[config.mk]
export PLATFORM = sky130hd
export DESIGN_NAME = mission_sequencer_flat
export DESIGN_NICKNAME = d
export VERILOG_FILES = /design/src/rtl/mission_sequencer_pkg.sv /design/src/rtl/mission_sequencer_if.sv /design/src/rtl/mission_sequencer_hall_debounce.sv /design/src/rtl/mission_sequencer.sv /design/src/flat_wrapper.sv
export SDC_FILE = /design/constraint.sdc
export NUM_CORES = 1
export LEC_CHECK = 0
export BUFFER_PORTS_ARGS = -buffer_cell sky130_fd_sc_hd__buf_2
export CAP_MARGIN = 20
export CORE_UTILIZATION = 53
export CTS_BUF_LIST = sky130_fd_sc_hd__clkbuf_16
export DETAILED_ROUTE_END_ITERATION = 6
export GPL_ROUTABILITY_DRIVEN = 1
export GPL_TIMING_DRIVEN = 0
export HOLD_SLACK_MARGIN = 0.02
export PLACE_DENSITY = 0.74
export SLEW_MARGIN = 20
export SYNTH_ARGS = -nofsm -noshare
export SYNTH_HDL_FRONTEND = slang
export SYNTH_SLANG_ARGS = --single-unit
[constraint.sdc]
create_clock -name clk -period 2.9 [get_ports clk]
set_clock_uncertainty 0.05 [all_clocks]
set_input_delay 0.29 -clock clk [delete_from_list [all_inputs] [get_ports clk]]
set_output_delay 0.29 -clock clk [all_outputs]
set_load 0.05 [all_outputs]
[src/rtl/mission_sequencer_pkg.sv]
// Shared encodings for the mission sequencer: FSM state type, seven-segment
// state nibbles and the default colour-code width.
package mission_sequencer_pkg;

  localparam int COLOR_W_DEF = 2;

  typedef enum logic [2:0] {
    S_IDLE  = 3'd0,
    S_LOAD  = 3'd1,
    S_TRACK = 3'd2,
    S_BUZZ  = 3'd3,
    S_UTURN = 3'd4,
    S_DONE  = 3'd5,
    S_FAULT = 3'd6
  } state_t;

  localparam logic [3:0] SSD_IDLE  = 4'h0;
  localparam logic [3:0] SSD_LOAD  = 4'h1;
  localparam logic [3:0] SSD_TRACK = 4'h2;
  localparam logic [3:0] SSD_BUZZ  = 4'h3;
  localparam logic [3:0] SSD_UTURN = 4'h4;
  localparam logic [3:0] SSD_DONE  = 4'h5;
  localparam logic [3:0] SSD_FAULT = 4'hF;

  function automatic logic [3:0] ssd_state_code(input state_t s);
    case (s)
      S_IDLE:  ssd_state_code = SSD_IDLE;
      S_LOAD:  ssd_state_code = SSD_LOAD;
      S_TRACK: ssd_state_code = SSD_TRACK;
      S_BUZZ:  ssd_state_code = SSD_BUZZ;
      S_UTURN: ssd_state_code = SSD_UTURN;
      S_DONE:  ssd_state_code = SSD_DONE;
      default: ssd_state_code = SSD_FAULT;
    endcase
  endfunction

endpackage

[src/rtl/mission_sequencer_if.sv]
// Sensor/actuator bundle between the mission sequencer and its neighbours.
// master = sensor front-ends and actuator blocks, slave = the sequencer.
interface mission_sequencer_if
  import mission_sequencer_pkg::*;
#(
  parameter int COLOR_W = COLOR_W_DEF
);
  logic               tick_ms;
  logic               hall;
  logic [COLOR_W-1:0] object_color;
  logic               object_valid;
  logic [COLOR_W-1:0] station_color;
  logic               station_valid;
  logic               end_of_track;
  logic               uturn_finished;
  logic               buzz_finished;
  logic               en_tracking;
  logic               en_uturn;
  logic               en_buzz;
  logic [15:0]        ssd_code;
  logic               mission_done;
  logic               fault;

  modport master (
    output tick_ms, hall, object_color, object_valid, station_color, station_valid,
           end_of_track, uturn_finished, buzz_finished,
    input  en_tracking, en_uturn, en_buzz, ssd_code, mission_done, fault
  );

  modport slave (
    input  tick_ms, hall, object_color, object_valid, station_color, station_valid,
           end_of_track, uturn_finished, buzz_finished,
    output en_tracking, en_uturn, en_buzz, ssd_code, mission_done, fault
  );

endinterface

[src/rtl/mission_sequencer_hall_debounce.sv]
// Hall sensor synchroniser and debouncer: the output follows the synchronised
// input only after it has differed for DEBOUNCE_MS consecutive ms ticks.
module hall_debounce #(
  parameter int DEBOUNCE_MS = 20
) (
  input  logic clk,
  input  logic rst,
  input  logic tick_ms,
  input  logic din,
  output logic dout
);
  localparam int CW = $clog2(DEBOUNCE_MS + 1);

  logic          sync_1;
  logic          sync_2;
  logic [CW-1:0] cnt;

  // cnt is a down-counter of remaining mismatch ticks; any agreement reloads it
  always_ff @(posedge clk or posedge rst) begin
    if (rst) begin
      sync_1 <= 1'b0;
      sync_2 <= 1'b0;
      dout   <= 1'b0;
      cnt    <= CW'(DEBOUNCE_MS);
    end else begin
      sync_1 <= din;
      sync_2 <= sync_1;
      if (sync_2 == dout) begin
        cnt <= CW'(DEBOUNCE_MS);
      end else if (tick_ms) begin
        if (cnt == CW'(1)) begin
          dout <= sync_2;
          cnt  <= CW'(DEBOUNCE_MS);
        end else begin
          cnt <= cnt - CW'(1);
        end
      end
    end
  end

endmodule

[src/rtl/mission_sequencer.sv]
// Delivery mission controller: load object, track line, buzz at matching
// station, U-turn at end of track; DONE after N_DELIVERIES, FAULT on stalls.
//
//   state | meaning
//   IDLE  | waiting for a debounced hall rising edge (object placed)
//   LOAD  | waiting for the object colour classification
//   TRACK | line tracking; watching stations, end of track and timeout
//   BUZZ  | buzzer running at the matching station
//   UTURN | U-turn manoeuvre at end of track
//   DONE  | all deliveries made, terminal until reset
//   FAULT | timeout or too many empty U-turns, terminal until reset
module mission_sequencer
  import mission_sequencer_pkg::*;
#(
  parameter int COLOR_W          = COLOR_W_DEF,
  parameter int N_DELIVERIES     = 3,
  parameter int DEBOUNCE_MS      = 20,
  parameter int TIMEOUT_MS       = 30000,
  parameter int MAX_EMPTY_UTURNS = 2
) (
  input logic                clk,
  input logic                rst,
  mission_sequencer_if.slave bus
);
  localparam int         TW        = $clog2(TIMEOUT_MS + 1);
  localparam int         EW        = $clog2(MAX_EMPTY_UTURNS + 1);
  localparam logic [3:0] GOAL_TENS = 4'(N_DELIVERIES / 10);
  localparam logic [3:0] GOAL_ONES = 4'(N_DELIVERIES % 10);

  state_t             state;
  state_t             nxt;
  logic               hall_db;
  logic               hall_db_d;
  logic               hall_rise;
  logic               hall_fall;
  logic [TW-1:0]      timer;
  logic [EW-1:0]      empty_cnt;
  logic [COLOR_W-1:0] obj_q;
  logic [3:0]         dlv_tens;
  logic [3:0]         dlv_ones;
  logic               delivered;
  logic               station_match;
  logic               goal_reached;
  logic               last_empty;
  logic               en_tracking_q;
  logic               en_uturn_q;
  logic               en_buzz_q;
  logic               mission_done_q;
  logic               fault_q;

  hall_debounce #(
    .DEBOUNCE_MS(DEBOUNCE_MS)
  ) u_hall_debounce (
    .clk     (clk),
    .rst     (rst),
    .tick_ms (bus.tick_ms),
    .din     (bus.hall),
    .dout    (hall_db)
  );

  assign hall_rise     = hall_db & ~hall_db_d;
  assign hall_fall     = ~hall_db & hall_db_d;
  assign station_match = bus.station_valid && (bus.station_color == obj_q) && !delivered;
  assign goal_reached  = (dlv_tens == GOAL_TENS) && (dlv_ones == GOAL_ONES);
  assign last_empty    = (empty_cnt == EW'(MAX_EMPTY_UTURNS - 1));

  always_comb begin
    nxt = state;
    case (state)
      S_IDLE:  if (hall_rise) nxt = S_LOAD;
      S_LOAD: begin
        if (bus.object_valid)   nxt = S_TRACK;
        else if (hall_fall)     nxt = S_IDLE;
      end
      S_TRACK: begin
        if (station_match)         nxt = S_BUZZ;
        else if (bus.end_of_track) nxt = S_UTURN;
        else if (timer == '0)      nxt = S_FAULT;
      end
      S_BUZZ:  if (bus.buzz_finished) nxt = S_TRACK;
      S_UTURN: begin
        if (bus.uturn_finished) begin
          if (delivered)       nxt = goal_reached ? S_DONE : S_IDLE;
          else if (last_empty) nxt = S_FAULT;
          else                 nxt = S_TRACK;
        end
      end
      S_DONE:  nxt = S_DONE;
      S_FAULT: nxt = S_FAULT;
      default: nxt = S_IDLE;
    endcase
  end

  // Outputs are registered from nxt so they change together with the state register
  always_ff @(posedge clk or posedge rst) begin
    if (rst) begin
      state          <= S_IDLE;
      hall_db_d      <= 1'b0;
      timer          <= TW'(TIMEOUT_MS);
      empty_cnt      <= '0;
      obj_q          <= '0;
      dlv_tens       <= 4'd0;
      dlv_ones       <= 4'd0;
      delivered      <= 1'b0;
      en_tracking_q  <= 1'b0;
      en_uturn_q     <= 1'b0;
      en_buzz_q      <= 1'b0;
      mission_done_q <= 1'b0;
      fault_q        <= 1'b0;
    end else begin
      state          <= nxt;
      hall_db_d      <= hall_db;
      en_tracking_q  <= (nxt == S_TRACK);
      en_uturn_q     <= (nxt == S_UTURN);
      en_buzz_q      <= (nxt == S_BUZZ) || (nxt == S_FAULT);
      mission_done_q <= (nxt == S_DONE);
      fault_q        <= (nxt == S_FAULT);

      // Timeout down-counter restarts on every state entry
      if (nxt != state) begin
        timer <= TW'(TIMEOUT_MS);
      end else if (bus.tick_ms && timer != '0) begin
        timer <= timer - TW'(1);
      end

      if (state == S_LOAD && bus.object_valid) begin
        obj_q <= bus.object_color;
      end

      if (state == S_BUZZ && bus.buzz_finished) begin
        delivered <= 1'b1;
        if (dlv_ones == 4'd9) begin
          dlv_ones <= 4'd0;
          dlv_tens <= (dlv_tens == 4'd9) ? 4'd0 : dlv_tens + 4'd1;
        end else begin
          dlv_ones <= dlv_ones + 4'd1;
        end
      end

      if (state == S_UTURN && bus.uturn_finished) begin
        if (delivered) begin
          delivered <= 1'b0;
          empty_cnt <= '0;
        end else begin
          empty_cnt <= empty_cnt + EW'(1);
        end
      end
    end
  end

  assign bus.en_tracking  = en_tracking_q;
  assign bus.en_uturn     = en_uturn_q;
  assign bus.en_buzz      = en_buzz_q;
  assign bus.mission_done = mission_done_q;
  assign bus.fault        = fault_q;
  assign bus.ssd_code     = {ssd_state_code(state), 4'(obj_q), dlv_tens, dlv_ones};

endmodule
[src/flat_wrapper.sv]
// flat-port wrapper written by rule: the top's interface ports become plain ports
module mission_sequencer_flat import mission_sequencer_pkg::*;
#(
  parameter int COLOR_W          = COLOR_W_DEF,
  parameter int N_DELIVERIES     = 3,
  parameter int DEBOUNCE_MS      = 20,
  parameter int TIMEOUT_MS       = 30000,
  parameter int MAX_EMPTY_UTURNS = 2
)
  (clk, rst, bus_tick_ms, bus_hall, bus_object_color, bus_object_valid, bus_station_color, bus_station_valid, bus_end_of_track, bus_uturn_finished, bus_buzz_finished, bus_en_tracking, bus_en_uturn, bus_en_buzz, bus_ssd_code, bus_mission_done, bus_fault);
  mission_sequencer_if #(.COLOR_W(COLOR_W)) bus_i ();
  input logic clk;
  input logic rst;
  input wire logic [$bits(bus_i.tick_ms)-1:0] bus_tick_ms;
  input wire logic [$bits(bus_i.hall)-1:0] bus_hall;
  input wire logic [$bits(bus_i.object_color)-1:0] bus_object_color;
  input wire logic [$bits(bus_i.object_valid)-1:0] bus_object_valid;
  input wire logic [$bits(bus_i.station_color)-1:0] bus_station_color;
  input wire logic [$bits(bus_i.station_valid)-1:0] bus_station_valid;
  input wire logic [$bits(bus_i.end_of_track)-1:0] bus_end_of_track;
  input wire logic [$bits(bus_i.uturn_finished)-1:0] bus_uturn_finished;
  input wire logic [$bits(bus_i.buzz_finished)-1:0] bus_buzz_finished;
  output wire logic [$bits(bus_i.en_tracking)-1:0] bus_en_tracking;
  output wire logic [$bits(bus_i.en_uturn)-1:0] bus_en_uturn;
  output wire logic [$bits(bus_i.en_buzz)-1:0] bus_en_buzz;
  output wire logic [$bits(bus_i.ssd_code)-1:0] bus_ssd_code;
  output wire logic [$bits(bus_i.mission_done)-1:0] bus_mission_done;
  output wire logic [$bits(bus_i.fault)-1:0] bus_fault;
  assign bus_i.tick_ms = bus_tick_ms;
  assign bus_i.hall = bus_hall;
  assign bus_i.object_color = bus_object_color;
  assign bus_i.object_valid = bus_object_valid;
  assign bus_i.station_color = bus_station_color;
  assign bus_i.station_valid = bus_station_valid;
  assign bus_i.end_of_track = bus_end_of_track;
  assign bus_i.uturn_finished = bus_uturn_finished;
  assign bus_i.buzz_finished = bus_buzz_finished;
  assign bus_en_tracking = bus_i.en_tracking;
  assign bus_en_uturn = bus_i.en_uturn;
  assign bus_en_buzz = bus_i.en_buzz;
  assign bus_ssd_code = bus_i.ssd_code;
  assign bus_mission_done = bus_i.mission_done;
  assign bus_fault = bus_i.fault;
  mission_sequencer #(.COLOR_W(COLOR_W), .N_DELIVERIES(N_DELIVERIES), .DEBOUNCE_MS(DEBOUNCE_MS), .TIMEOUT_MS(TIMEOUT_MS), .MAX_EMPTY_UTURNS(MAX_EMPTY_UTURNS)) u_core (.clk(clk), .rst(rst), .bus(bus_i));
endmodule
# ---- Word-level counts from Yosys, hierarchy flattened
# Index checks and enable logic that the tools add are counted.
dict set report word_totals {
  ff_bits 45
  latchBits 0
  mem_bits_rw 0
  mem_bits_ro 0
  input_bits 13
  n_memories 0
}
dict set report op_classes {
  n_addsub 5
  multipliers 0
  n_div 0
  n_lt_le_gt_ge 0
  n_eq_ne 19
  n_shift 0
  n_mux 24
  n_bitwise 5
  n_reduce_logical 17
}
# op n
set ops {}
lappend ops {{$mux W3} 11}
lappend ops {{$mux W15} 2}
lappend ops {{$pmux W4 S6} 1}
lappend ops {{$pmux W3 S7} 1}
lappend ops {{$eq A3 B3 Y1 const B} 6}
lappend ops {{$logic_not A15 Y1} 1}
lappend ops {{$mux W5} 3}
lappend ops {{$reduce_bool A15 Y1} 1}
lappend ops {{$sub A15 B1 Y15 const B} 1}
lappend ops {{$eq A3 B2 Y1 const B} 4}
lappend ops {{$add A4 B1 Y4 const B} 2}
lappend ops {{$eq A4 B4 Y1 const B} 2}
lappend ops {{$mux W4} 2}
lappend ops {{$logic_and A1 B1 Y1} 7}
lappend ops {{$eq A5 B1 Y1 const B} 1}
lappend ops {{$sub A5 B1 Y5 const B} 1}
lappend ops {{$eq A4 B2 Y1 const B} 1}
lappend ops {{$logic_not A4 Y1} 1}
lappend ops {{$reduce_bool A2 Y1} 2}
lappend ops {{$eq A3 B1 Y1 const B} 1}
lappend ops {{$logic_not A3 Y1} 1}
lappend ops {{$mux W1} 3}
lappend ops {{$ne A3 B3 Y1} 1}
lappend ops {{$not A1 Y1} 3}
lappend ops {{other kinds (10)} 11}

# ---- Longest topological paths before layout
# Gate-level depths: netlist (run 1).
dict set report depth {
  word_depth 8
  mapped_depth 7
}

# ---- Modules after synthesis
# Synthesis (run 1) repeated with hierarchy kept, for this count alone.
dict set report unflattened {
  hier_cells 235
  hier_area_um2 2401.1
}
# mod n_inst cells_each area_each_um2
set modules_own_cells {}
lappend modules_own_cells {mission_sequencer 1 202 2001.9}
lappend modules_own_cells {hall_debounce 1 33 399.1}

# ---- Worst setup path after synthesis (run 1)
# No wires, ideal clock.
dict set report synth_timing {
  path_type {flip-flop to flip-flop}
  startpoint {register u_core.dlv_tens[3]}
  endpoint {register u_core.timer[8]}
  setup_ns 0.088
  t_arrival_ns 1.944
  setup_slack_ns 0.818
  path_stages_with_launch 6
  path_buffers 0
  path_cell_list {dfrtp_1 -> nor4b_2 -> nand4_1 -> o221ai_4 -> xor2_4 -> or3_1}
}
dict set report synth_between {
  elab_chain_len 8
  word_cells_on_any_way 9
  cone_classes {eq/ne (1); mux (5); reduce/logical (3)}
}
# item line
set synth_rtl {}
lappend synth_rtl {{start: declaration} mission_sequencer.sv:39} ;# logic [3:0] dlv_tens;
lappend synth_rtl {{start signal: assignment} mission_sequencer.sv:134} ;# dlv_tens <= (dlv_tens == 4'd9) ? 4'd0 : dlv_tens + 4'd1;
lappend synth_rtl {{$logic_not A4 Y1 *} mission_sequencer.sv:64} ;# assign goal_reached = (dlv_tens == GOAL_TENS) && (dlv_ones == GOAL_ONES);
lappend synth_rtl {{$logic_and A1 B1 Y1 *} mission_sequencer.sv:64}
lappend synth_rtl {{$mux W3 * (2 in a row)} mission_sequencer.sv:83} ;# if (delivered) nxt = goal_reached ? S_DONE : S_IDLE;
lappend synth_rtl {{$mux W3 *} mission_sequencer.sv:82} ;# if (bus.uturn_finished) begin
lappend synth_rtl {{$pmux W3 S7 *} mission_sequencer.sv:69} ;# case (state)
lappend synth_rtl {{$ne A3 B3 Y1 *} mission_sequencer.sv:120} ;# if (nxt != state) begin
lappend synth_rtl {{$mux W15 / $reduce_bool A2 Y1 (equally long branches)} -}
lappend synth_rtl {{end signal: assignment} mission_sequencer.sv:99} ;# timer <= TW'(TIMEOUT_MS);
lappend synth_rtl {{end signal: assignment} mission_sequencer.sv:121} ;# timer <= TW'(TIMEOUT_MS);
lappend synth_rtl {{end signal: assignment} mission_sequencer.sv:123} ;# timer <= timer - TW'(1);
lappend synth_rtl {{end: declaration} mission_sequencer.sv:36} ;# logic [TW-1:0] timer;
# Every way passes the cells marked *; elsewhere a longest branch is shown, timed or not.
# A chain may end at the register's enable or synchronous reset.

# ---- Worst setup path in the final report (run 1)
dict set report layout_timing {
  startpoint {register u_core.timer[0]}
  endpoint {register u_core.timer[1]}
}
dict set report layout_between {
  elab_chain_len 7
  word_cells_on_any_way 12
  cone_classes {add/sub (1); eq/ne (1); mux (6); reduce/logical (4)}
}
# item line
set layout_rtl {}
lappend layout_rtl {{$logic_not A15 Y1} mission_sequencer.sv:78} ;# else if (timer == '0) nxt = S_FAULT;
lappend layout_rtl {{$mux W3} mission_sequencer.sv:78}
lappend layout_rtl {{$mux W3} mission_sequencer.sv:77} ;# else if (bus.end_of_track) nxt = S_UTURN;
lappend layout_rtl {{$mux W3} mission_sequencer.sv:76} ;# if (station_match) nxt = S_BUZZ;
lappend layout_rtl {{$pmux W3 S7} mission_sequencer.sv:69}
lappend layout_rtl {{$ne A3 B3 Y1} mission_sequencer.sv:120}
lappend layout_rtl {{$mux W15 / $reduce_bool A2 Y1 (equally long branches)} -}
# Parallel ways exist; a longest one is shown, timed or not. The select of a mux whose other input is x is not followed.

==> summary.txt, run 1 <==
Status
  – Status: complete, no violations

Power
  – Peak VDD IR: 0.6660 mV
  – Static Leakage: between 1 and 1.5 nW
  – Pwr dens: 826.8 mW/mm^2

CTS
  – # H-tree levels: 2
  – Clock Sinks: 45
  – Num CTS Buffers: 5
  – Clk pin slew, worst setup/hold paths: 0.06 ns
  – Worst skew pair latency: 0.28 ns
  – CTS tree: done
  – # Post-CTS Setup Buffers: 0
  – Clock Path Buffers: 2
  – Root Driver: clkbuf_16

Routing
  – Final wirelength: 4.785 mm
  – Starting DRC count in detailed routing: 92
  – Vias per cell: 5.545
  – DRC: 0
  – WL/cell: 13.44 um
  – Final ANT Viol Nets: 0
  – Vias post-DR: 1974
  – DR pass1 iterations: 4

Yosys
  – Synth async-reset ratio: 100.0%
  – Top_reg_cell synth: dfrtp_1
  – Largest family of logic cells by synthesized area: simple AND/OR/NAND/NOR gates
  – Netlist cell types: 57
  – Post-synthesis cell count: 262
  – Seq/Total Area, Yosys: 44.19%
  – Synth top area cells: dfrtp_1, dfstp_2, xnor2_1, nor3_1, nor2_1
  – Yosys top cell area share: 35.00%
  – Post-Synth XOR/XNOR Area: 7.876%
  – Synth Area in Adders: 1.945%
  – Simple-gate area share of the yosys netlist: 24.60%
  – Ys Warns: 0
  – Yosys reg bits: 45
  – Compound-cell area share of the yosys netlist: 12.35%
  – Post-synth EDFFs: 0
  – Avg Cell Area, Syn: 9.823 um^2
  – Netlist Area Pre-Place: 0.002574 mm^2
  – Mux cell area share after synthesis: 3.792%
  – Area leader, netlist: dfrtp_1

Timing
  – RSZ-0062 raised after global routing: no
  – Slew HR: 61.69%
  – Min cycle time layout: 2.124 ns
  – Final Slew Violations: 0
  – Fin Setup TNS: 0 ns
  – Achievable Freq: 470.8 MHz
  – Final hold viol count: 0
  – Setup Viol. Count Final: 0
  – Post-route clock period utilization: 73.24%
  – Actual slew at the worst max-slew pin: 0.5666 ns

Worst setup path
  – Worst endpoint data arrival time: 2.22 ns
  – R2R depth: 7
  – CP Launch Type: flop
  – Worst reg2reg setup slack: around 0.78 ns
  – Data required time of the worst path: 3.00 ns
  – Reg-to-Reg Start: u_core.timer[0]$_DFFE_PP0P_
  – Crit end category: flop
  – Worst-path maximum fanout: 9
  – Type of the worst setup path: flop to flop
  – Reg2reg end: u_core.timer[1]$_DFFE_PP0P_

Placement
  – Dpl cells: between 300 and 400
  – IO buf count: 31
  – Detailed Place HPWL: 3.656 mm
  – Global placement routability congestion: 0.8637

Floorplanning
  – Initial core utilization: around 57%
  – Core Region: between 0.004 and 0.005 mm^2
  – Rows: 24
  – Die X: just over 70 um
  – Total die area: about 0.005 mm^2
  – Die Ht: 71.69 um
  – Ports: 34

Hold path
  – Worst hold start: bus_hall
  – Hold Path Class: primary input to flop
  – Hold path cells: 1
  – Hold Path Sink: u_core.u_hall_debounce.sync_1$_DFF_PP0_

Finish
  – Layout Cells excl Fill: 356
  – Synth-to-layout area growth: 15.17%
  – Layout cells sized above 1: 23.68%
  – # nets final: 320
  – Fillcell total: 361
  – Multi-input gate area: 0.001309 mm^2
  – Register Area: ~0.0011 mm^2
  – Diodes inserted: 0

Global routing
  – Gr ovfl total: 0
  – Vias in the first global route: 1882
  – Global-route wire length before repair: 8.349 mm
  – GRT Total Usage: 20.71%
  – Largest net degree at the start of global routing: 32
  – Initial antenna violation count: 0

Job
  – Max Cap Viol: 0
[how the worst max path moves through the flow]
stage	from	endpoint	slack, ns	cells past startpoint
after global routing	u_core.timer[0]$_DFFE_PP0P_	u_core.timer[7]$_DFFE_PP0P_	0.60	7
final	u_core.timer[0]$_DFFE_PP0P_	u_core.timer[1]$_DFFE_PP0P_	0.78	7
after global placement	u_core.timer[0]$_DFFE_PP0P_	u_core.timer[3]$_DFFE_PP0P_	0.79	7
after CTS	u_core.timer[0]$_DFFE_PP0P_	u_core.timer[1]$_DFFE_PP0P_	0.79	7
after floorplan	u_core.dlv_tens[3]$_DFFE_PP0P_	u_core.timer[8]$_DFFE_PP1P_	0.82	5
after detailed placement	u_core.timer[0]$_DFFE_PP0P_	u_core.timer[9]$_DFFE_PP0P_	0.81	7
[area by class of cell]
cell class | count | area share [%]
Buffer | 10 | 2.153
Clock buffer | 5 | 4.221
Clock inverter | 3 | 0.3799
Inverter | 18 | 2.279
Multi-Input combinational cell | 190 | 44.15
Sequential cell | 45 | 38.37
Tap cell | 52 | 2.195
Timing Repair Buffer | 33 | 6.247
[state kept, by name, summed over array words and instances (netlist names), 2 cells and up]
signal and count:
u_core.dlv_ones 4, u_core.dlv_tens 4, u_core.state 3, u_core.timer 15, u_core.empty_cnt 2, u_core.u_hall_debounce.cnt 5
u_core.obj_q 2
[synthesized netlist by cell type (5+ instances only)]
cell and instances:
dfrtp_1 36, nor2_1 22, inv_1 18, nand2_1 17, nor3_1 17, nand3_1 13
xnor2_1 12, dfstp_2 9, o21ai_0 9, xor2_1 8, a21oi_1 6, buf_4 5
mux2_2 5, nand4_1 5, nor2b_1 5, nor3b_1 5
[power breakdown]
part           internal (mW)  switching [mW]
logic                  0.347           0.747
registers              0.745          0.0907
clock network          0.309           0.212
total                   1.40            1.05
[cell families after synthesis]
kind of cell,Yosys count
XOR/XNOR,21
multiplexers,9
flip-flops,45
buffers and inverters,28
AND/OR/NAND/NOR,111
AO/OA/AOI/OAI,43
other,1
adder cells (fa/ha/maj),4
[cell usage in the layout, fill, tap and decap left out, types with 3 or more instances in the layout]
| cell | count |
|---|---|
| o21ai_0 | 9 |
| a211oi_1 | 3 |
| nand4_1 | 5 |
| nor4b_1 | 3 |
| xor2_1 | 8 |
| o21a_1 | 3 |
| nor3b_1 | 5 |
| ha_1 | 4 |
| o31ai_1 | 3 |
| dfrtp_1 | 36 |
| nand2_1 | 17 |
| nor3_1 | 17 |
| xnor2_1 | 12 |
| nand3_1 | 13 |
| buf_4 | 5 |
| clkbuf_16 | 5 |
| inv_1 | 20 |
| buf_2 | 31 |
| nand2b_1 | 4 |
| nor2b_1 | 5 |
| dfstp_2 | 9 |
| a21oi_1 | 6 |
| mux2_2 | 5 |
| mux2i_1 | 3 |
| nor2_1 | 22 |
| clkbuf_1 | 4 |
[layer usage]
metal | part of all wire, % | GRT usage, % | wire (um) | vias up
li1 | - | - | - | 1007
met3 | 3.0 | 4.079 | 145 | 6
met5 | 0 | 0 | 0 | -
met1 | 49 | 27.09 | 2337 | 920
met4 | 1.3 | 7.843 | 62 | 0
met2 | 47 | 34.17 | 2239 | 41
[what timing repair did]
item                                   CTS  global route
endpoints found under the hold margin   14             0
gates resized for setup                  0             0
hold buffers                             1             0
[stage by stage]
step / util (%) / setup slack [ns] / hold slack, ns / power, mW / area [um^2]
final: 65.81 / 0.7762 / 0.06382 / 2.451 / 2964
after global routing: 65.81 / 0.6043 / 0.05641 / 2.602 / 2964
after CTS: 65.81 / 0.7928 / 0.05811 / 2.464 / 2964
after detailed placement: 62.56 / 0.8134 / 0.2296 / 1.934 / 2818
after global placement: 62.11 / 0.7917 / 0.2914 / 1.909 / 2798
after floorplan: - / 0.8176 / 0.2714 / 1.699 / 2577
[critical path: stages, from the launching register on]
cell,delay [ns]
dfrtp_1,0.37
inv_1,0.10
ha_1,0.24
nor4b_1,0.25
nand4_1,0.27
o2bb2ai_1,0.23
o21ai_2,0.37
nor3_1,0.10
Note: power is estimated with default switching activity, not from simulation.
==> run 2: changes to the inputs <==
- ABC_AREA: unset -> 1
- CORE_UTILIZATION: 53 -> 52
- PLACE_DENSITY: 0.74 -> 0.76
- clock period: 2.9 -> 1.75 ns (I/O delays scaled with it)
==> run 2 against run 1 <==
- the run now ends with setup timing left
- final cell count grew 22%
- via count grew 11%
- critical path depth grew 1
- area after synthesis shrank 1.3%
==> summary.txt, run 2 <==
Worst setup path
  – CP Cell Sequence: nor2_4, nand2_4, nor2_4, nand3_4, nand4_4, nand3_4, nor2_4, nand3_2
  – CP Launch Type: flop
  – Worst reg2reg setup slack: -0.01 ns
  – Type of the worst setup path: flop to flop
  – Worst-path maximum fanout: 7
  – Data required time of the worst path: 1.90 ns
  – Reg2reg end: u_core.timer[4]$_DFFE_PP1P_
  – CP startpoint: u_core.state[0]$_DFF_PP0_
  – Slowest CP cell: dfrtp_2
  – Worst endpoint data arrival time: 1.91 ns
  – Slowest stage delay, CP: 0.49 ns
  – Most used cell, CP: nor2_4
  – R2R depth: 8
  – Reg-to-Reg Start: u_core.state[0]$_DFF_PP0_
  – Worst Setup EP: u_core.timer[4]$_DFFE_PP1P_
  – Crit end category: flop

Floorplanning
  – Initial core utilization: 53.80%
  – Core Region: 0.004723 mm^2
  – Ports: 34
  – Total die area: 0.005170 mm^2
  – Die X: 71.91 um
  – Rows: 25
  – Die Ht: between 70 and 80 um

Power
  – Pwr dens: 985.6 mW/mm^2
  – Total power draw: roughly 3.3 mW
  – Static Leakage: between 1.5 and 2 nW
  – Peak VDD IR: 0.6464 mV

Routing
  – Vias per cell: 5.034
  – WL/cell: 13.35 um
  – Final ANT Viol Nets: 0
  – Final wirelength: 5.808 mm
  – Starting DRC count in detailed routing: about 120
  – Vias post-DR: 2190
  – DRC: 0
  – DR pass1 iterations: 4

Yosys
  – Top_reg_cell synth: dfrtp_1
  – Avg Cell Area, Syn: 8.251 um^2
  – Seq/Total Area, Yosys: 44.76%
  – Synth top area cells: dfrtp_1, dfstp_2, nand2_1, inv_1, nor2_1
  – Netlist cell types: 41
  – Yosys top cell area share: a little over a third
  – Area leader, netlist: dfrtp_1
  – Synth async-reset ratio: 100.0%
  – Yosys reg bits: 45
  – Count leader, synth: nand2_1
  – Synth top cells by count: nand2_1, inv_1, nor2_1
  – Post-synth EDFFs: 0
  – Netlist Area Pre-Place: about 0.0025 mm^2
  – Ys Warns: 0
  – Post-synthesis cell count: 308

Hold path
  – Hold Path Class: primary input to flop

Finish
  – Synth-to-layout area growth: 31.02%
  – Final core area utilization: 70.49%
  – Max reg flops: 15
  – # nets final: between 300 and 400
  – Leading cell type in the layout, fill and taps excluded: nand2_1
  – Diodes inserted: 0
  – Layout cells sized above 1: 39.13%
  – Register with the most flip-flops: u_core.timer
  – Regs by FF count: u_core.timer (15), u_core.u_hall_debounce.cnt (5)
  – Most frequent cells in the layout: nand2_1, inv_1, dfrtp_1

CTS
  – Clk pin slew, worst setup/hold paths: 0.07 ns
  – Worst skew pair latency: 0.29 ns
  – Root Driver: clkbuf_16
  – CTS tree: done
  – Clock Path Buffers: 2
  – Clock Sinks: 45
  – # H-tree levels: 2
  – Num CTS Buffers: 5

Timing
  – Final hold viol count: 0
  – RSZ-0062 raised after global routing: yes
  – Min cycle time layout: 1.763 ns
  – Setup Viol. Count Final: 2
  – Fin Setup TNS: -0.01501 ns
  – Achievable Freq: roughly 570 MHz
  – Post-route clock period utilization: 100.7%
  – Worst hold slack: 0.04574 ns
  – Final setup margin: -0.01292 ns
  – Final Slew Violations: 0

Global routing
  – M2 GR Usage: 35.22%
  – Gr ovfl total: 0
  – Initial antenna violation count: 0
  – GRT Max-Usage Layer: met2
  – Largest net degree at the start of global routing: 36
  – Global-route wire length before repair: 8.590 mm
  – Met3 GRT Util: 4.583%
  – Vias in the first global route: 1982
  – GR Util met1: 27.83%
  – GRT Total Usage: 21.18%

Placement
  – Detailed Place HPWL: roughly 3.5 mm
  – Global placement routability congestion: 0.8855
  – IO buf count: 30

Status
  – Status: finished with violations
  – Failing checks: setup timing

Job
  – Max Cap Viol: 0
## run 2: cell count changes in the layout (fill, tap and decap cells not counted), sizes merged, moves of 6 or more
cell | previous run | this run
inv | 21 | 51
mux2 | 6 | 0
buf | 38 | 54
nor3 | 18 | 8
nand2 | 17 | 66
xnor2 | 12 | 2
nand3 | 14 | 23
nor2 | 22 | 56
## run 2: logic make-up after synthesis
kind of cell / share of synthesized area (%)
and+or+nand+nor: 33.04
buffers and inverters: 9.502
DFF: 44.76
other: 0.1476
AOI/OAI and AO/OA: 5.416
adders and majority gates: 1.970
xor gates and xnor gates: 5.170
## run 2: worst min-delay path by stage
stage                             start                                       to  slack (ns)  cells past startpoint
floorplan                      bus_hall  u_core.u_hall_debounce.sync_1$_DFF_PP0_        0.16                      0
global placement               bus_hall  u_core.u_hall_debounce.sync_1$_DFF_PP0_        0.23                      1
detailed placement                  rst  u_core.u_hall_debounce.sync_2$_DFF_PP0_        0.08                      2
CTS                 bus_object_color[1]              u_core.obj_q[1]$_DFFE_PP0P_        0.04                      3
global route        bus_object_color[1]              u_core.obj_q[1]$_DFFE_PP0P_        0.05                      3
finish              bus_object_color[1]              u_core.obj_q[1]$_DFFE_PP0P_        0.05                      3
## run 2: where the power goes
| part | internal (mW) | switching [mW] | leakage, nW |
|---|---|---|---|
| clock network | 0.524 | 0.408 | 0.0672 |
| logic | 0.404 | 0.526 | 1.10 |
| registers | 1.26 | 0.159 | 0.521 |
| total | 2.19 | 1.09 | 1.69 |
## run 2: final cells by class
| cell class | instances | area, um^2 |
|---|---|---|
| Fill cell | 321 | 1394 |
| Multi-Input combinational cell | 206 | 1370 |
| Sequential cell | 45 | 1140 |
| Timing Repair Buffer | 51 | 337.8 |
| Inverter | 51 | 203.9 |
| Clock buffer | 5 | 125.1 |
| Tap cell | 67 | 83.83 |
| Buffer | 7 | 50.05 |
| Clock inverter | 3 | 18.77 |
## run 2: worst max-delay path: cells and delay by family, from the launching register on
family           cells  cell delay, ns
DFF                  1            0.49
and+or+nand+nor      8            1.13
## run 2: stage by stage
step	instances	setup slack (ns)	instance area (um^2)
detailed placement	407	-0.08441	2800
global route	435	-0.05485	3329
global placement	406	-0.2547	2780
CTS	420	0.007392	3012
floorplan	309	0.01590	2546
finish	435	-0.01292	3329
## run 2: per-layer routing
metal  routed length, um  part of all wire (%)  vias to the layer above
li1                    -                     -                     1070
met5                   0                     0                        -
met2                3001                    52                       59
met1                2474                    43                     1050
met3                 227                   3.9                       11
met4                 104                   1.8                        0
## run 2: repair_timing
action                                  in CTS  in global routing
hold buffers                                 2                  0
endpoints found under the hold margin        9                  0
pin swaps                                    1                 23
endpoints found under the setup margin      15                 19
gates resized for setup                      7                 45
buffers inserted                             3                 15
==> run 3: changes to the inputs <==
- PLACE_DENSITY: 0.76 -> 0.86
==> run 3 against run 2 <==
- largest cell class unchanged
- combinational power is 5.7% lower
- critical path type unchanged
- the flow now finishes without violations
- via count is 0.32% lower
- largest power group unchanged
- routed wire length is 1.3% higher
==> summary.txt, run 3 (synthesis results as in run 2) <==
Placement
  – Dpl cells: a little over 400
  – Global placement routability congestion: 0.8992
  – IO buf count: 30
  – Detailed Place HPWL: 3.625 mm
  – Pre-CTS WS: -0.08161 ns

Timing
  – Achievable Freq: 576.3 MHz
  – Post-route clock period utilization: 99.15%
  – Min cycle time layout: 1.735 ns
  – RSZ-0062 raised after global routing: yes
  – Worst hold slack: roughly 0.044 ns
  – Final setup margin: 0.01493 ns
  – Setup Viol. Count Final: 0
  – Final Slew Violations: 0
  – Final hold viol count: 0

Worst setup path
  – Type of the worst setup path: flop to flop
  – Worst-path maximum fanout: 4
  – Worst endpoint data arrival time: around 1.9 ns
  – CP Launch Type: flop
  – Crit end category: flop
  – Data required time of the worst path: 1.88 ns

Floorplanning
  – Core Region: between 0.004 and 0.005 mm^2
  – Ports: 34
  – Die X: between 70 and 80 um
  – Rows: 25
  – Die Ht: 71.91 um
  – Total die area: 0.005170 mm^2
  – Initial core utilization: 53.80%

CTS
  – Clock Sinks: 45
  – Num CTS Buffers: 5
  – Clk pin slew, worst setup/hold paths: 0.06 ns
  – # H-tree levels: 2
  – Root Driver: clkbuf_16
  – CTS tree: done
  – Clock Path Buffers: 2
  – Worst skew pair latency: 0.29 ns

Routing
  – DRC: 0
  – Vias post-DR: around 2200
  – Final ANT Viol Nets: 0
  – Vias per cell: 4.973
  – Final wirelength: 5.881 mm
  – DR pass1 iterations: 4
  – Starting DRC count in detailed routing: 138
  – WL/cell: 13.40 um

Finish
  – Most frequent cells in the layout: nand2_1, inv_1, dfrtp_1
  – Max reg flops: 15
  – Leading cell type in the layout, fill and taps excluded: nand2_1
  – Synth-to-layout area growth: 30.48%
  – Regs by FF count: u_core.timer (15), u_core.u_hall_debounce.cnt (5)
  – Register with the most flip-flops: u_core.timer
  – Layout cells sized above 1: 39.78%
  – Layout Cells excl Fill: roughly 440
  – # nets final: 388
  – Fillcell total: 321
  – Diodes inserted: 0

Global routing
  – Initial antenna violation count: 0
  – Gr ovfl total: 0
  – Vias in the first global route: 2003
  – GRT Total Usage: 21.48%
  – Largest net degree at the start of global routing: 35
  – Global-route wire length before repair: 8.604 mm

Power
  – Int Pwr: 2.164 mW
  – Pwr dens: between 900 and 1000 mW/mm^2
  – Static Leakage: 1.696 nW
  – Combinational power share: a little over a quarter
  – Peak VDD IR: 0.5209 mV
  – Sequential share of power: 43.9%
  – Total power draw: 3.232 mW
  – Clk pwr share: 29.0%
  – Switching Share: 33.05%
  – NetSw: around 1.1 mW

Status
  – Status: complete, no violations

Hold path
  – Hold Path Class: primary input to flop

Job
  – Max Cap Viol: 0
## run 3: changes by cell type in the layout (fill, tap and decap cells not counted), sizes merged
| cell | before | now |
|---|---|---|
| buf | 54 | 58 |
| clkinv | 1 | 2 |
| clkinvlp | 2 | 0 |
| inv | 51 | 52 |
## run 3: area by class of cell
class | count | area [um^2] | area share [%]
Buffer | 7 | 50.05 | 1.509
Clock buffer | 5 | 125.1 | 3.774
Clock inverter | 3 | 21.27 | 0.6415
Inverter | 51 | 201.4 | 6.075
Multi-Input combinational cell | 206 | 1325 | 39.96
Sequential cell | 45 | 1141 | 34.41
Tap cell | 67 | 83.83 | 2.528
Timing Repair Buffer | 55 | 367.9 | 11.09
## run 3: per-stage QoR
step	util, %	setup TNS, ns	area (um^2)
CTS	64.21	0	3033
global placement	58.86	-2.538	2780
global route	70.20	-0.8047	3316
floorplan	-	0	2546
detailed placement	59.28	-0.3379	2800
finish	70.20	0	3316
## run 3: final timing paths
| path | start | end | slack [ns] | cells after the start |
|---|---|---|---|---|
| max in group asynchronous | rst | u_core.timer[13]$_DFFE_PP1P_ | 0.81 | 4 |
| worst max-delay path | u_core.timer[0]$_DFFE_PP0P_ | u_core.timer[9]$_DFFE_PP0P_ | 0.01 | 8 |
| min in group asynchronous | rst | u_core.timer[9]$_DFFE_PP0P_ | 0.32 | 3 |
| worst max register to register | u_core.timer[0]$_DFFE_PP0P_ | u_core.timer[9]$_DFFE_PP0P_ | 0.01 | 8 |
| worst min-delay path | bus_object_color[0] | u_core.obj_q[0]$_DFFE_PP0P_ | 0.04 | 3 |
| worst min register to register | u_core.u_hall_debounce.sync_1$_DFF_PP0_ | u_core.u_hall_debounce.sync_2$_DFF_PP0_ | 0.31 | 0 |
## run 3: power groups by stage
| stage | clock network, mW | logic, mW | registers, mW |
|---|---|---|---|
| detailed placement | 0 | 0.681 | 1.42 |
| global placement | 0 | 0.643 | 1.42 |
| CTS | 0.958 | 0.754 | 1.41 |
| floorplan | 0 | 0.552 | 1.40 |
| finish | 0.936 | 0.877 | 1.42 |
| global route | 0.992 | 1.00 | 1.44 |
## run 3: what timing repair did
| item | 4_1_cts | 5_1_grt |
|---|---|---|
| setup buffers | 5 | 17 |
| setup endpoints to repair | 15 | 18 |
| hold buffers | 2 | 0 |
| resized for setup | 7 | 37 |
| endpoints found under the hold margin | 9 | 0 |
| pin swaps | 2 | 16 |
## run 3: critical path, cell delays in order, from the launching register on
cell and delay, ns:
dfrtp_1 0.39, buf_4 0.14, nor3_1 0.36, nand4_1 0.17
buf_4 0.19, nor2_2 0.11, nor2_1 0.05, nor2_1 0.12
nor2_2 0.05
## run 3: per-layer routing
metal	track usage [%]	wire, um	part of all wire [%]
met2	37.32	3070	52
met3	5.000	165	2.8
met1	26.07	2546	43
met5	0	0	0
met4	8.061	98	1.7
